### src/rtl/prbs_pkg.sv
// prbs_pkg: shared FSM encoding, counter width and PRBS tap/popcount width helpers
package prbs_pkg;
  typedef enum logic [1:0] {S_IDLE, S_PRIME, S_HUNT, S_LOCKED} state_t;
  localparam int CNT_W = 32;
  function automatic int prbs_tap(input int order);
    return order == 7 ? 6 : order == 15 ? 14 : order == 23 ? 18 : 28;
  endfunction
  function automatic int pc_w(input int dw);
    return $clog2(dw + 1);
  endfunction
endpackage

### src/rtl/prbs_popcount.sv
// prbs_popcount: combinational population count of the error mask
module prbs_popcount import prbs_pkg::*; #(
  parameter int DW = 32,
  localparam int PW = pc_w(DW)
) (
  input  logic [DW-1:0] i_mask,
  output logic [PW-1:0] o_cnt
);
  always_comb begin
    o_cnt = '0;
    for (int i = 0; i < DW; i++) o_cnt = o_cnt + PW'(i_mask[i]);
  end
endmodule

### config.mk
export PLATFORM = sky130hd
export DESIGN_NAME = prbs_popcount
export DESIGN_NICKNAME = d
export VERILOG_FILES = /design/src/rtl/prbs_pkg.sv /design/src/rtl/prbs_popcount.sv
export SDC_FILE = /design/constraint.sdc
export NUM_CORES = 1
export LEC_CHECK = 0
export ABC_AREA = 1
export CAP_MARGIN = 20
export CORE_MARGIN = 2
export CORE_UTILIZATION = 32
export DETAILED_ROUTE_END_ITERATION = 10
export GPL_TIMING_DRIVEN = 0
export PLACE_DENSITY = 0.65
export SYNTH_ARGS = -nofsm -noshare
export SYNTH_HDL_FRONTEND = slang
export SYNTH_SLANG_ARGS = --single-unit
### constraint.sdc
create_clock -name vclk -period 10.9
set_input_delay 2.18 -clock vclk [all_inputs]
set_output_delay 2.18 -clock vclk [all_outputs]
set_load 0.02 [all_outputs]
## Word-level counts from Yosys, hierarchy flattened

Index checks and enable logic that the tools add are counted.

- Memory bits (writable): 0
- Input bits: 32
- Memories kept: 0
- Output and inout bits: 6
- Bits in read-only memories: 0
- Latch bits: 0
- Bits in registers: 0

- Reductions and logical operators: 0
- Bitwise operators: 0
- Shift-type cells: 0
- Equal/unequal tests: 0
- Multiply operators: 0
- Div/mod/pow operators: 0
- Add/sub/neg operators: 31
- Order comparisons: 0
- Multiplexer cells: 0

Operators with widths:

| cell | number |
|---|---|
| 6-bit by 1-bit adder with 6-bit output | 26 |
| 5-bit by 1-bit adder with 6-bit output | 1 |
| 4-bit by 1-bit adder with 5-bit output | 1 |
| 3-bit by 1-bit adder with 4-bit output | 1 |
| 2-bit by 1-bit adder with 3-bit output | 1 |
| 1-bit by 1-bit adder with 2-bit output | 1 |

## Longest topological paths before layout

- Word-level depth: 31
- Mapped depth: 18
- Gate-level depth less buffers: 18

## Worst setup path after synthesis

Ideal clock, no wire load.

- Path type: input port to output port
- Start point: input port i_mask[0]
- End point: output port o_cnt[2]
- Setup slack: 2454 ps
- Data arrival time: 6266 ps
- Cell stages on the path: 14
- Required time: 8720 ps
- Cell sequence: inv_1 fa_1 inv_1 fa_1 fa_1 fa_1 fa_1 inv_1 fa_1 inv_1 ha_1 inv_1 fa_1 xnor2_1

- Word-level cells in the longest chain between the ends: 31

RTL lines:

| item | RTL line | source |
|---|---|---|
| start: declaration | prbs_popcount.sv:6 | `input logic [DW-1:0] i_mask,` |
| 1-bit by 1-bit adder with 2-bit output | prbs_popcount.sv:11 | `for (int i = 0; i < DW; i++) o_cnt = o_cnt + PW'(i_mask[i]);` |
| 2-bit by 1-bit adder with 3-bit output | prbs_popcount.sv:11 |  |
| 3-bit by 1-bit adder with 4-bit output | prbs_popcount.sv:11 |  |
| 4-bit by 1-bit adder with 5-bit output | prbs_popcount.sv:11 |  |
| 5-bit by 1-bit adder with 6-bit output | prbs_popcount.sv:11 |  |
| 6-bit by 1-bit adder with 6-bit output (26 in a row) | prbs_popcount.sv:11 |  |
| end: declaration | prbs_popcount.sv:7 | `output logic [PW-1:0] o_cnt` |

Every way passes these cells.

## Worst setup path after layout

- Start point: input port i_mask[0]
- End point: output port o_cnt[4]

The elaborated chain is that of the path after synthesis.

==> impl_metrics.env <==
export IMPL_status="finished, final reports clean"
export IMPL_diodes=0
export IMPL_areaGrowthSynthToFinish_pct=51.6
export IMPL_vias_per_cell=4.16
export IMPL_io_buffers=38
export IMPL_rsz0062_at_grt="false"
export IMPL_die_w_um=54.3
export IMPL_clock_buffers=0
export IMPL_die_height_um=54.3
export IMPL_syn_inst=91
export IMPL_maxCapViolations=0
export IMPL_hp_class="input port to primary output"
export IMPL_synth_top_family_by_area="adder cells"
export IMPL_tns_ns=0
export IMPL_yosysUniqueCellTypes=9
export IMPL_post_route_min_period_ns=9.56
export IMPL_worstMarginPinSlew_ns=0.226
export IMPL_yosys_warnings=0
export IMPL_setup_worst_path_start_class="input port"
export IMPL_synth_top_cell_area_share=0.594
export IMPL_dr_pass1_iters=4
export IMPL_synth_fa_ha_area_frac=0.702
export IMPL_fin_nets=194
export IMPL_min_from="i_mask[2]"
export IMPL_syn_nets=154
export IMPL_critPathKind="input port to primary output"
export IMPL_synth_compound_area_frac=0.0124
export IMPL_place_hpwl_um=1500
export IMPL_antenna_left=0
export IMPL_setup_violations=0
export IMPL_die_area_um2=2950
export IMPL_max_freq_ghz=0.105
export IMPL_fin_crit_sh=0.877
export IMPL_grt_overflow_total=0
export IMPL_cts_hold_buf=0
export IMPL_seq_area_um2=0
export IMPL_num_vias=661
export IMPL_netlist_area_um2=810
export IMPL_netlist_top_cells_area="fa_1 59%, inv_1 17%, ha_1 11%"
export IMPL_hold_depth=3
export IMPL_gp_routability_congestion=0.640
export IMPL_slew_headroom=0.849
export IMPL_wl_per_cell_um=9.57
export IMPL_grt_usage=0.110
export IMPL_num_rows=18
export IMPL_cp_end_kind="primary output"
export IMPL_cp_data_arrival_time_ns=7.38
export IMPL_synth_area_leader_cell="fa_1"
export IMPL_synth_simple_area_share=0.104
export IMPL_yosysSeqAreaShare=0
export IMPL_min_to="o_cnt[0]"
export IMPL_grt_pass1_vias=723
export IMPL_hold_viol=0
export IMPL_synthMuxAreaShare=0
export IMPL_grt_max_degree=7
export IMPL_synth_xor_xnor_area_share=0.0108
export IMPL_cts_resized=0
export IMPL_cts_setup_buffers=0
export IMPL_core_um2=2430
export IMPL_final_layout_size_suffix_gt1_frac=0.00775
export IMPL_pin_count=38
export IMPL_critical_path_required_ns=8.72
export IMPL_drv_slew=0
export IMPL_worst_path_max_fanout=3
export IMPL_seq_cell_count=0
export IMPL_initial_utilization=0.333
export IMPL_avgSynthCellArea_um2=8.90
export IMPL_antenna_found_initial=0
export IMPL_routed_wl_um=1520
export IMPL_grt_pass1_wl_um=2500
export IMPL_drc=0
export IMPL_drtIter0Drc=2
-- layer usage --
layer	vias up	routed length, µm	GRT usage
met5	-	0	0
met4	0	0	0
met3	0	112	0.00273
met2	26	871	0.251
met1	307	537	0.112
li1	328	-	-
-- per-stage QoR --
| stage | utilization | cells | cell area [µm²] | hold WS [ns] | setup slack, ns |
|---|---|---|---|---|---|
| after floorplan | - | 91 | 810 | 4.57 | 2.45 |
| after CTS | 0.505 | 159 | 1230 | 5.54 | 1.27 |
| after global routing | 0.505 | 159 | 1230 | 5.58 | 1.12 |
| final | 0.505 | 159 | 1230 | 5.54 | 1.34 |
| after global placement | 0.505 | 159 | 1230 | 5.53 | 1.36 |
| after detailed placement | 0.505 | 159 | 1230 | 5.54 | 1.28 |
-- critical path: stages --
cell	delay [ns]
clkdlybuf4s50_1	0.45
inv_1	0.05
fa_1	0.53
inv_1	0.05
fa_1	0.49
fa_1	0.57
fa_1	0.46
fa_1	0.51
inv_1	0.05
fa_1	0.42
inv_1	0.06
ha_1	0.18
inv_1	0.06
fa_1	0.39
inv_1	0.09
nand2_1	0.05
nand2_1	0.05
nand3_1	0.06
nand2_1	0.07
clkdlybuf4s50_1	0.59
-- synthesized netlist by cell type --
cell type / count
nand2_1: 11
ha_1: 7
inv_2: 1
fa_1: 24
xnor2_1: 1
nand3_1: 7
a21oi_1: 2
inv_1: 36
nor2_1: 2
-- cell families after synthesis --
| family | count (synthesis) |
|---|---|
| AO/OA/AOI/OAI | 2 |
| XOR/XNOR | 1 |
| adder cells (fa/ha/maj) | 31 |
| buffers and inverters | 37 |
| AND/OR/NAND/NOR | 20 |
-- final cells by class --
cell class | instances | area, µm²
fill | 232 | 1200
multi-input combinational | 54 | 671
timing repair buffer | 38 | 380
inverter | 37 | 139
tap | 30 | 37.5
-- worst max-delay path by stage --
stage                     startpoint  endpoint
after floorplan            i_mask[0]  o_cnt[2]
after global placement     i_mask[0]  o_cnt[4]
after detailed placement   i_mask[0]  o_cnt[4]
after CTS                  i_mask[0]  o_cnt[4]
after global routing       i_mask[0]  o_cnt[4]
final                      i_mask[0]  o_cnt[4]
-- cell usage in the layout, fill, tap and decap left out --
| cell type | Yosys | final |
|---|---|---|
| ha_1 | 7 | 7 |
| inv_1 | 36 | 36 |
| clkdlybuf4s50_1 | 0 | 38 |
| fa_1 | 24 | 24 |
| inv_2 | 1 | 1 |
| nor2_1 | 2 | 2 |
| nand2_1 | 11 | 11 |
| xnor2_1 | 1 | 1 |
| a21oi_1 | 2 | 2 |
| nand3_1 | 7 | 7 |
Power is left out: the tool's default activity adds up to more than one toggle a clock period on the data nets, which glitch-free logic cannot reach.
